$ cat src/rtl/match_if.sv
// Controller-to-players bundle; the controller takes the master side.
// noise_flip exists only when NOISE_EN is defined.
interface match_if #(
    parameter int SCORE_W = 12
);
    logic               start;
    logic               player_reset;
    logic               round_start;
    logic               a_decision;
    logic               b_decision;
    logic               a_opp_last;
    logic               b_opp_last;
    logic [SCORE_W-1:0] score_a;
    logic [SCORE_W-1:0] score_b;
    logic [7:0]         round_count;
    logic               busy;
    logic               done;
`ifdef NOISE_EN
    logic               noise_flip;
`endif

    modport master (
        input  start, a_decision, b_decision,
`ifdef NOISE_EN
        output noise_flip,
`endif
        output player_reset, round_start, a_opp_last, b_opp_last,
        output score_a, score_b, round_count, busy, done
    );

    modport slave (
        output start, a_decision, b_decision,
`ifdef NOISE_EN
        input  noise_flip,
`endif
        input  player_reset, round_start, a_opp_last, b_opp_last,
        input  score_a, score_b, round_count, busy, done
    );
endinterface

$ cat src/rtl/match_controller.sv
// Runs one iterated prisoner's-dilemma match: CLEAR, then ISSUE/WAIT/SCORE per round; start->done = 2+3*NUM_ROUNDS cycles.
// start is ignored while busy. Optional misperception noise on opp_last when NOISE_EN is defined.
module match_controller #(
    parameter int NUM_ROUNDS = 10,
    parameter int SCORE_W    = 12,
    parameter int PAY_T      = 5,
    parameter int PAY_R      = 3,
    parameter int PAY_P      = 1,
    parameter int PAY_S      = 0
) (
    input  logic   clk,
    input  logic   reset_n,
    match_if.master m
);
    typedef enum logic [2:0] {IDLE, CLEAR, ISSUE, WAIT, SCORE, DONE} state_t;

    localparam logic [32:0] MAX_SCORE = (33'd1 << SCORE_W) - 33'd1;
    localparam logic [32:0] P_T = 33'(PAY_T);
    localparam logic [32:0] P_R = 33'(PAY_R);
    localparam logic [32:0] P_P = 33'(PAY_P);
    localparam logic [32:0] P_S = 33'(PAY_S);
    localparam logic [7:0]  LAST_IDX = 8'(NUM_ROUNDS - 1);

    state_t             state;
    logic [SCORE_W-1:0] next_a;
    logic [SCORE_W-1:0] next_b;
    logic               flip;

    function automatic logic [32:0] payoff(input logic me, input logic opp);
        case ({me, opp})
            2'b00:   return P_R;
            2'b10:   return P_T;
            2'b01:   return P_S;
            default: return P_P;
        endcase
    endfunction

    // Widen before adding so the saturation check sees any carry out of SCORE_W.
    function automatic logic [SCORE_W-1:0] sat_add(input logic [SCORE_W-1:0] s, input logic [32:0] p);
        logic [32:0] sum;
        sum = 33'(s) + p;
        return (sum > MAX_SCORE) ? MAX_SCORE[SCORE_W-1:0] : sum[SCORE_W-1:0];
    endfunction

    always_comb begin
        next_a = sat_add(m.score_a, payoff(m.a_decision, m.b_decision));
        next_b = sat_add(m.score_b, payoff(m.b_decision, m.a_decision));
    end

`ifdef NOISE_EN
    logic [7:0] lfsr;
    logic       lfsr_fb;
    assign lfsr_fb = lfsr[7] ^ lfsr[5] ^ lfsr[4] ^ lfsr[3];
    assign flip    = (lfsr[2:0] == 3'b000);
`else
    assign flip = 1'b0;
`endif

    always_ff @(posedge clk or negedge reset_n) begin
        if (!reset_n) begin
            state          <= IDLE;
            m.player_reset <= 1'b0;
            m.round_start  <= 1'b0;
            m.a_opp_last   <= 1'b0;
            m.b_opp_last   <= 1'b0;
            m.score_a      <= '0;
            m.score_b      <= '0;
            m.round_count  <= 8'd0;
            m.busy         <= 1'b0;
            m.done         <= 1'b0;
`ifdef NOISE_EN
            lfsr           <= 8'hA5;
            m.noise_flip   <= 1'b0;
`endif
        end else begin
            m.player_reset <= 1'b0;
            m.round_start  <= 1'b0;
`ifdef NOISE_EN
            m.noise_flip   <= 1'b0;
`endif
            case (state)
                IDLE, DONE: begin
                    if (m.start) begin
                        state          <= CLEAR;
                        m.player_reset <= 1'b1;
                        m.busy         <= 1'b1;
                        m.done         <= 1'b0;
                        m.score_a      <= '0;
                        m.score_b      <= '0;
                        m.round_count  <= 8'd0;
                        m.a_opp_last   <= 1'b0;
                        m.b_opp_last   <= 1'b0;
`ifdef NOISE_EN
                        lfsr           <= 8'hA5;
`endif
                    end
                end
                CLEAR: begin
                    state         <= ISSUE;
                    m.round_start <= 1'b1;
                end
                ISSUE: state <= WAIT;
                WAIT:  state <= SCORE;
                SCORE: begin
                    // Scores use the true moves; only the feedback to players may be flipped.
                    m.score_a     <= next_a;
                    m.score_b     <= next_b;
                    m.a_opp_last  <= m.b_decision ^ flip;
                    m.b_opp_last  <= m.a_decision ^ flip;
                    m.round_count <= m.round_count + 8'd1;
`ifdef NOISE_EN
                    lfsr          <= {lfsr[6:0], lfsr_fb};
                    m.noise_flip  <= flip;
`endif
                    if (m.round_count == LAST_IDX) begin
                        state  <= DONE;
                        m.busy <= 1'b0;
                        m.done <= 1'b1;
                    end else begin
                        state         <= ISSUE;
                        m.round_start <= 1'b1;
                    end
                end
                default: state <= IDLE;
            endcase
        end
    end
endmodule
$ cat src/flat_wrapper.sv
// flat-port wrapper written by rule: the top's interface ports become plain ports
module match_controller_flat 
#(
    parameter int NUM_ROUNDS = 10,
    parameter int SCORE_W    = 12,
    parameter int PAY_T      = 5,
    parameter int PAY_R      = 3,
    parameter int PAY_P      = 1,
    parameter int PAY_S      = 0
)
  (clk, reset_n, m_start, m_a_decision, m_b_decision, m_player_reset, m_round_start, m_a_opp_last, m_b_opp_last, m_score_a, m_score_b, m_round_count, m_busy, m_done);
  match_if #(.SCORE_W(SCORE_W)) m_i ();
  input  logic clk;
  input  logic reset_n;
  input wire logic [$bits(m_i.start)-1:0] m_start;
  input wire logic [$bits(m_i.a_decision)-1:0] m_a_decision;
  input wire logic [$bits(m_i.b_decision)-1:0] m_b_decision;
  output wire logic [$bits(m_i.player_reset)-1:0] m_player_reset;
  output wire logic [$bits(m_i.round_start)-1:0] m_round_start;
  output wire logic [$bits(m_i.a_opp_last)-1:0] m_a_opp_last;
  output wire logic [$bits(m_i.b_opp_last)-1:0] m_b_opp_last;
  output wire logic [$bits(m_i.score_a)-1:0] m_score_a;
  output wire logic [$bits(m_i.score_b)-1:0] m_score_b;
  output wire logic [$bits(m_i.round_count)-1:0] m_round_count;
  output wire logic [$bits(m_i.busy)-1:0] m_busy;
  output wire logic [$bits(m_i.done)-1:0] m_done;
  assign m_i.start = m_start;
  assign m_i.a_decision = m_a_decision;
  assign m_i.b_decision = m_b_decision;
  assign m_player_reset = m_i.player_reset;
  assign m_round_start = m_i.round_start;
  assign m_a_opp_last = m_i.a_opp_last;
  assign m_b_opp_last = m_i.b_opp_last;
  assign m_score_a = m_i.score_a;
  assign m_score_b = m_i.score_b;
  assign m_round_count = m_i.round_count;
  assign m_busy = m_i.busy;
  assign m_done = m_i.done;
  match_controller #(.NUM_ROUNDS(NUM_ROUNDS), .SCORE_W(SCORE_W), .PAY_T(PAY_T), .PAY_R(PAY_R), .PAY_P(PAY_P), .PAY_S(PAY_S)) u_core (.clk(clk), .reset_n(reset_n), .m(m_i));
endmodule
$ cat config.mk
export PLATFORM = sky130hd
export DESIGN_NAME = match_controller_flat
export DESIGN_NICKNAME = d
export VERILOG_FILES = /design/src/rtl/match_if.sv /design/src/rtl/match_controller.sv /design/src/flat_wrapper.sv
export SDC_FILE = /design/constraint.sdc
export NUM_CORES = 1
export LEC_CHECK = 0
export ABC_AREA = 1
export CORE_MARGIN = 1.5
export CORE_UTILIZATION = 57
export DETAILED_ROUTE_END_ITERATION = 8
export DONT_BUFFER_PORTS = 1
export MAX_ROUTING_LAYER = met4
export PLACE_DENSITY = 0.86
export RECOVER_POWER = 25
export SETUP_SLACK_MARGIN = 0.2
export SYNTH_ARGS = -nofsm -noshare
export SYNTH_HDL_FRONTEND = slang
export SYNTH_SLANG_ARGS = --single-unit
$ cat constraint.sdc
create_clock -name clk -period 1.5 [get_ports clk]
set_input_delay 0.3 -clock clk [delete_from_list [all_inputs] [get_ports clk]]
set_output_delay 0.3 -clock clk [all_outputs]
set_load 0.01 [all_outputs]
==> results of run 1 <==
[layout make-up]
type	instances	area, um^2
multi-input combinational	241	1820
tap	52	65.1
clock inverter	3	65.1
sequential	41	1040
clock buffer	5	68.8
fill	134	300
inverter	47	199
timing repair buffer	78	754
timing repair inverter	1	11.3
[stage by stage]
step           total power, mW  std cells  worst slack, ps  utilization
6_report                  6.82        468             -353        0.931
3_3_place_gp              3.55        418            -58.4        0.701
4_1_cts                   5.59        455            -19.4        0.848
5_1_grt                   6.95        468             -374        0.931
2_1_floorplan             2.97        332             15.4            -
3_5_place_dp              3.62        418             -121        0.701
[metal layers]
metal  vias to the layer above  GRT usage  share of wire
met5                         -          -              0
met4                         0      0.246           0.12
met3                       160     0.0785           0.14
met2                       388      0.620           0.43
met1                      1511      0.421           0.31
li1                       1268          -              -
[worst register-to-register path, stage by stage (launching register included)]
cell and delay, ps:
dfrtp_1 430, nor2_2 140, inv_2 90, nor2_4 230
buf_12 150, inv_8 50, buf_12 130, nor2_1 230
nand2_1 180, o21ai_2 120
[worst min-delay path by stage]
stage,startpoint,to,depth (start not counted)
floorplan,reset_n,u_core.m.a_opp_last$_DFFE_PN0P_,0
global placement,reset_n,u_core.m.score_b[10]$_DFFE_PN0P_,0
detailed placement,reset_n,u_core.m.score_b[10]$_DFFE_PN0P_,0
CTS,m_start,u_core.state[0]$_DFFE_PN0P_,3
global route,m_start,u_core.state[2]$_DFFE_PN0P_,3
finish,m_start,u_core.state[2]$_DFFE_PN0P_,3
[repair_timing]
action,4_1_cts,5_1_grt
endpoints found under the setup margin,39,43
pin swaps,26,19
hold endpoints to repair,41,0
hold buffers,2,0
gates resized for setup,58,64
cloned,4,2
buffers inserted,23,11
[power breakdown]
group / internal [mW] / switching (mW)
Sequential: 1.37 / 0.414
Combinational: 1.76 / 2.17
Clock: 0.662 / 0.439
Total: 3.80 / 3.03
[cells in the final DEF, fill, tap and decap left out, types with 2 or more instances in the layout]
master / count
nand2_1: 64
buf_4: 58
nand3_1: 34
dfrtp_1: 32
inv_1: 30
nand2_2: 24
nand3_2: 19
inv_2: 14
nand2_4: 13
nor2_1: 12
o211ai_1: 12
buf_6: 9
dfrtp_2: 9
nand4_1: 8
ha_4: 8
o21ai_2: 7
nor2_4: 6
nand3_4: 5
clkbuf_8: 5
buf_12: 5
o21ai_4: 4
o21ai_1: 4
nor3_1: 3
and2_4: 2
inv_8: 2
nor4_4: 2
nand2_8: 2
a21oi_2: 2
bufinv_16: 2
[kinds of logic after synthesis]
group                    count (synthesis)  synth area share
AO/OA/AOI/OAI                           34            0.0875
XOR/XNOR                                 1           0.00346
adder cells (fa/ha/maj)                  8            0.0396
buffers and inverters                   52            0.0870
flip-flops                              41             0.406
AND/OR/NAND/NOR                        196             0.377
[registers in the layout (all words and copies together) (netlist names)]
| name | cells |
|---|---|
| u_core.m.a_opp_last | 1 |
| u_core.m.b_opp_last | 1 |
| u_core.m.busy | 1 |
| u_core.m.done | 1 |
| u_core.m.player_reset | 1 |
| u_core.m.round_count | 8 |
| u_core.m.round_start | 1 |
| u_core.m.score_a | 12 |
| u_core.m.score_b | 12 |
| u_core.state | 3 |
==> out/results.txt, run 1 <==
drc violations -> 0
Mapped Nets -> 345
status -> finished, violations left
IO Pins -> 43
RR Endpoint -> u_core.m.round_count[4]$_DFFE_PN0P_
register area share after synthesis -> 0.406
Initial Utilization -> 0.585
vias in the first global route -> 2979
violated checks -> setup timing
CP max FO -> 5
Port Buffers -> 0
Worst Setup EP -> u_core.m.round_count[4]$_DFFE_PN0P_
Worst slew margin -> 0.603
Crit path required time -> 1720 ps
Area contributors post-synth -> dfrtp_1 41%, nand2_1 14%, nand3_1 10%
peak supply drop -> 1.58 mV
die area -> 4850 um^2
Final Cell Area -> 4020 um^2
Die X -> 69.6 um
gr ovfl total -> 0
top cell type by total area after synthesis -> dfrtp_1
max frequency -> 0.540 GHz
Synth cell types -> 32
CTS Buffer Depth -> 2
first-pass GRT wire length -> 14000 um
Crit path top cell by count -> buf_12
H-tree depth -> 2
Leakage -> 1.93 nW
CTS tree -> yes
total power per unit cell area -> 1700 nW/um^2
Final Cycle Share -> 1.24
flop-to-flop setup slack -> -350 ps
unrepaired setup endpoints after global routing -> yes
WL/cell -> 27.5 um
RePlAce Congestion -> 0.867
slowest CP cell -> dfrtp_1
# nets final -> 428
number of synthesized flops with an enable pin -> 0
Critical Path Stages -> 9
critical path's top delay family -> simple AND/OR/NAND/NOR gates
CP Launch Point -> u_core.state[1]$_DFFE_PN0P_
minimum clock period -> 1850 ps
Post-DP HPWL -> 4400 um
Setup TNS -> -6300 ps
n_diodes -> 0
Setup WS post-layout -> -353 ps
maxcap violations -> 0
leading register cell type out of synthesis -> dfrtp_1
syn avg cell area -> 7.62 um^2
post-synthesis register bit count -> 41
R2R depth -> 9
cells along the critical path -> nor2_2, inv_2, nor2_4, buf_12, inv_8, buf_12, nor2_1, nand2_1, o21ai_2
synth warn -> 0
Final Slew Violations -> 0
clock slew at reported path FFs -> 90 ps
clock skew -> 10.5 ps
Hold WS -> 279 ps
count leader, synth -> nand2_1
Synth top cells by count -> 94 x nand2_1, 53 x nand3_1, 43 x inv_1, 41 x dfrtp_1, 16 x nor2_1
Core Box Area -> 4320 um^2
Via density -> 7.11
Post-Synthesis Cells -> 332
Chip Height -> 69.6 um
Post-Route WL -> 12900 um
Async SR Flop Fraction -> 1.00
crit path DAT -> 2070 ps
Clk Latency, worst-skew pair -> 310 ps
routed vias -> 3327
Hold Crit Class -> primary input to register
Root Driver -> clkbuf_8
CP endpoint kind -> register
area grow syn2layout -> 59.1%
Syn Std Cell Area -> 2530 um^2
total CTS buffers -> 5
kind of start point of the critical path -> register
std cell rows -> 24
actual slew at the worst max-slew pin -> 595 ps
worst path bufs/invs -> 4
crit path kind -> register to register
largest net degree at the start of global routing -> 42
r2r startpoint -> u_core.state[1]$_DFFE_PN0P_
CP max stage delay -> 430 ps
drt pass-1 iters -> 8
DRT antenna net count -> 0
gr usage total -> 0.379
Yosys top cell area share -> 0.406
placed instance area -> 3030 um^2
DR iter-0 viols -> 576
Setup-failing EPs final -> 37
initial antenna violation count -> 0
CTS sink count -> 41
endpoints failing hold -> 0
share of cells above drive strength 1 -> 0.512
Power figures use the tool's default switching activity.
==> run 2: changes to the inputs <==
Settings changed: CORE_ASPECT_RATIO from default to 0.6, CORE_UTILIZATION 57 to 25, PLACE_DENSITY 0.86 to 0.49.
Clock period 1.5 ns to 1.9 ns, I/O delays scaled along.
==> run 2 against run 1 <==
Against the previous run:
- cell area shrank 22%
- sequential share of layout area grew 6.9 points
- first-iteration DRC count shrank 79%
- wire length shrank 42%
- combinational power shrank 66%
- flip-flop and latch count is the same
- the run now ends clean
- sequential power shrank 23%
- cell count grew 4.1%
==> out/results.txt, run 2 (synthesized netlist as in run 1, its figures left out) <==
Flop pwr share -> 0.380 (was 0.262)
Root Driver -> clkbuf_16 (was clkbuf_8)
Post-DP HPWL -> 5200 um (was 4400 um)
total power per unit cell area -> 1150 nW/um^2 (was 1700 nW/um^2)
area grow syn2layout -> 24.5% (was 59.1%)
CTS sink count -> 41 (unchanged)
flop-to-flop setup slack -> 270 ps (was -350 ps)
gr ovfl total -> 0 (unchanged)
Die X -> 133 um (was 69.6 um)
peak supply drop -> 0.549 mV (was 1.58 mV)
vias in the first global route -> 2213 (was 2979)
Clk Latency, worst-skew pair -> 290 ps (was 310 ps)
Leakage -> 1.44 nW (was 1.93 nW)
n_diodes -> 0 (unchanged)
CP max FO -> 5 (unchanged)
Core Box Area -> 9840 um^2 (was 4320 um^2)
Initial Utilization -> 0.257 (was 0.585)
commonest non-fill, non-tap cells in the layout -> 83 x nand2_1, 50 x nand3_1, 39 x inv_1 (was 64 x nand2_1, 58 x buf_4, 34 x nand3_1)
CTS tree -> yes (unchanged)
CP max stage delay -> 420 ps (was 430 ps)
drc violations -> 0 (unchanged)
endpoints failing hold -> 0 (unchanged)
Setup-failing EPs final -> 0 (was 37)
Chip Height -> 80.9 um (was 69.6 um)
minimum clock period -> 1630 ps (was 1850 ps)
Hold Crit Class -> primary input to register (unchanged)
clock skew -> 10.0 ps (was 10.5 ps)
Crit path required time -> 2080 ps (was 1720 ps)
WL/cell -> 15.4 um (was 27.5 um)
maxcap violations -> 0 (unchanged)
DRT antenna net count -> 0 (unchanged)
crit path kind -> register to register (unchanged)
RR Endpoint -> u_core.m.score_b[8]$_DFFE_PN0P_ (was u_core.m.round_count[4]$_DFFE_PN0P_)
initial antenna violation count -> 0 (unchanged)
crit path DAT -> 1810 ps (was 2070 ps)
RePlAce Congestion -> 0.845 (was 0.867)
slowest CP cell -> dfrtp_1 (unchanged)
std cell rows -> 28 (was 24)
actual slew at the worst max-slew pin -> 374 ps (was 595 ps)
CP endpoint kind -> register (unchanged)
max frequency -> 0.612 GHz (was 0.540 GHz)
Final Cycle Share -> 0.860 (was 1.24)
clock slew at reported path FFs -> 60 ps (was 90 ps)
die area -> 10800 um^2 (was 4850 um^2)
Net Sw Power -> 1.51 mW (was 3.03 mW)
share of cells above drive strength 1 -> 0.224 (was 0.512)
largest net degree at the start of global routing -> 42 (unchanged)
Post-Route WL -> 7490 um (was 12900 um)
Hold WS -> 297 ps (was 279 ps)
status -> complete, no violations (was finished, violations left)
clock network power share -> 0.254 (was 0.161)
Hold EP -> u_core.m.b_opp_last$_DFFE_PN0P_ (was u_core.state[2]$_DFFE_PN0P_)
gr usage total -> 0.150 (was 0.379)
R2R depth -> 8 (was 9)
design internal power -> 2.11 mW (was 3.80 mW)
hold depth -> 2 (was 3)
Sw Ratio -> 0.417 (was 0.443)
Final Slew Violations -> 0 (unchanged)
H-tree depth -> 2 (unchanged)
IO Pins -> 43 (unchanged)
first-pass GRT wire length -> 12000 um (was 14000 um)
combinational power share -> 0.365 (was 0.577)
kind of start point of the critical path -> register (unchanged)
Final Util -> 0.320 (was 0.931)
Hold Startpoint -> m_a_decision (was m_start)
Port Buffers -> 0 (unchanged)
DR iter-0 viols -> 122 (was 576)
unrepaired setup endpoints after global routing -> yes (unchanged)
cells along the critical path -> ha_4, inv_1, nor3_2, nand2_2, nand2_4, nand4_1, nand3_1, o21ai_0 (was nor2_2, inv_2, nor2_4, buf_12, inv_8, buf_12, nor2_1, nand2_1, o21ai_2)
commonest non-fill, non-tap cell in the layout -> nand2_1 (unchanged)
Via density -> 4.68 (was 7.11)
total CTS buffers -> 5 (unchanged)
CTS Buffer Depth -> 2 (unchanged)
Worst slew margin -> 0.749 (was 0.603)
# nets final -> 364 (was 428)
r2r startpoint -> u_core.m.score_b[2]$_DFFE_PN0P_ (was u_core.state[1]$_DFFE_PN0P_)
largest registers -> u_core.m.score_a x12, u_core.m.score_b x12, u_core.m.round_count x8 (unchanged)
routed vias -> 2277 (was 3327)
drt pass-1 iters -> 4 (was 8)
-- run 2: changes by cell type in the layout (fill, tap and decap cells not counted), moves of 7 or more --
cell     previous run  this run
buf_4              58        12
buf_6               9         0
inv_1              30        39
inv_2              14         7
nand2_1            64        83
nand2_2            24        14
nand2_4            13         5
nand3_1            34        50
nand3_2            19         4
o21ai_0             0        10
-- run 2: power groups by stage --
stage	logic (mW)	clock network, mW	registers [mW]
3_3_place_gp	1.13	0	1.37
5_1_grt	1.50	0.979	1.42
2_1_floorplan	0.854	0	1.34
4_1_cts	1.20	0.953	1.36
3_5_place_dp	1.14	0	1.37
6_report	1.32	0.919	1.37
-- run 2: stage by stage --
step           total power, mW  area [um^2]  std cells  TNS (ps)  setup slack [ps]
4_1_cts                   3.51         3010        485         0               182
3_5_place_dp              2.52         2760        473         0              21.9
5_1_grt                   3.90         3150        487         0               163
3_3_place_gp              2.51         2760        473     -5.51             -5.51
6_report                  3.61         3150        487         0               267
2_1_floorplan             2.19         2530        332         0               264
-- run 2: worst max-delay path by stage --
stage                                     from                               end  cells after the start
2_1_floorplan                     m_b_decision   u_core.m.score_a[5]$_DFFE_PN0P_                     12
3_3_place_gp                      m_a_decision  u_core.m.score_b[10]$_DFFE_PN0P_                     15
5_1_grt        u_core.m.score_a[1]$_DFFE_PN0P_  u_core.m.score_a[10]$_DFFE_PN0P_                     14
3_5_place_dp                      m_a_decision   u_core.m.score_b[5]$_DFFE_PN0P_                     13
4_1_cts        u_core.m.score_a[1]$_DFFE_PN0P_   u_core.m.score_a[5]$_DFFE_PN0P_                     12
6_report       u_core.m.score_b[2]$_DFFE_PN0P_   u_core.m.score_b[8]$_DFFE_PN0P_                      8
-- run 2: critical path: cells and delay by family, from the launching register on --
| kind | cells | cell delay (ps) |
|---|---|---|
| and+or+nand+nor | 5 | 620 |
| AOI/OAI and AO/OA | 1 | 70 |
| adders and majority gates | 1 | 320 |
| buffers and inverters | 1 | 80 |
| DFF | 1 | 420 |
-- run 2: what timing repair did --
item	CTS	global route
pin swaps	2	12
setup buffers	0	2
cloned	2	0
gates resized for setup	10	30
hold buffers	2	0
setup endpoints to repair	17	27
hold endpoints to repair	41	0
-- run 2: cell type report --
class / instances / area [um^2]
well taps: 135 / 169
inverters: 47 / 181
clock inverters: 1 / 5.00
clock buffers: 7 / 153
fillers: 1012 / 6700
flip-flops and latches: 41 / 1030
multi-input cells: 241 / 1460
repair buffers: 15 / 148
-- run 2: routing by layer --
layer | global-route usage | up-vias | part of all wire
met1 | 0.211 | 1063 | 0.52
met4 | 0.0473 | 0 | 0.013
met5 | - | - | 0
met3 | 0.0587 | 9 | 0.087
met2 | 0.191 | 53 | 0.38
li1 | - | 1152 | -
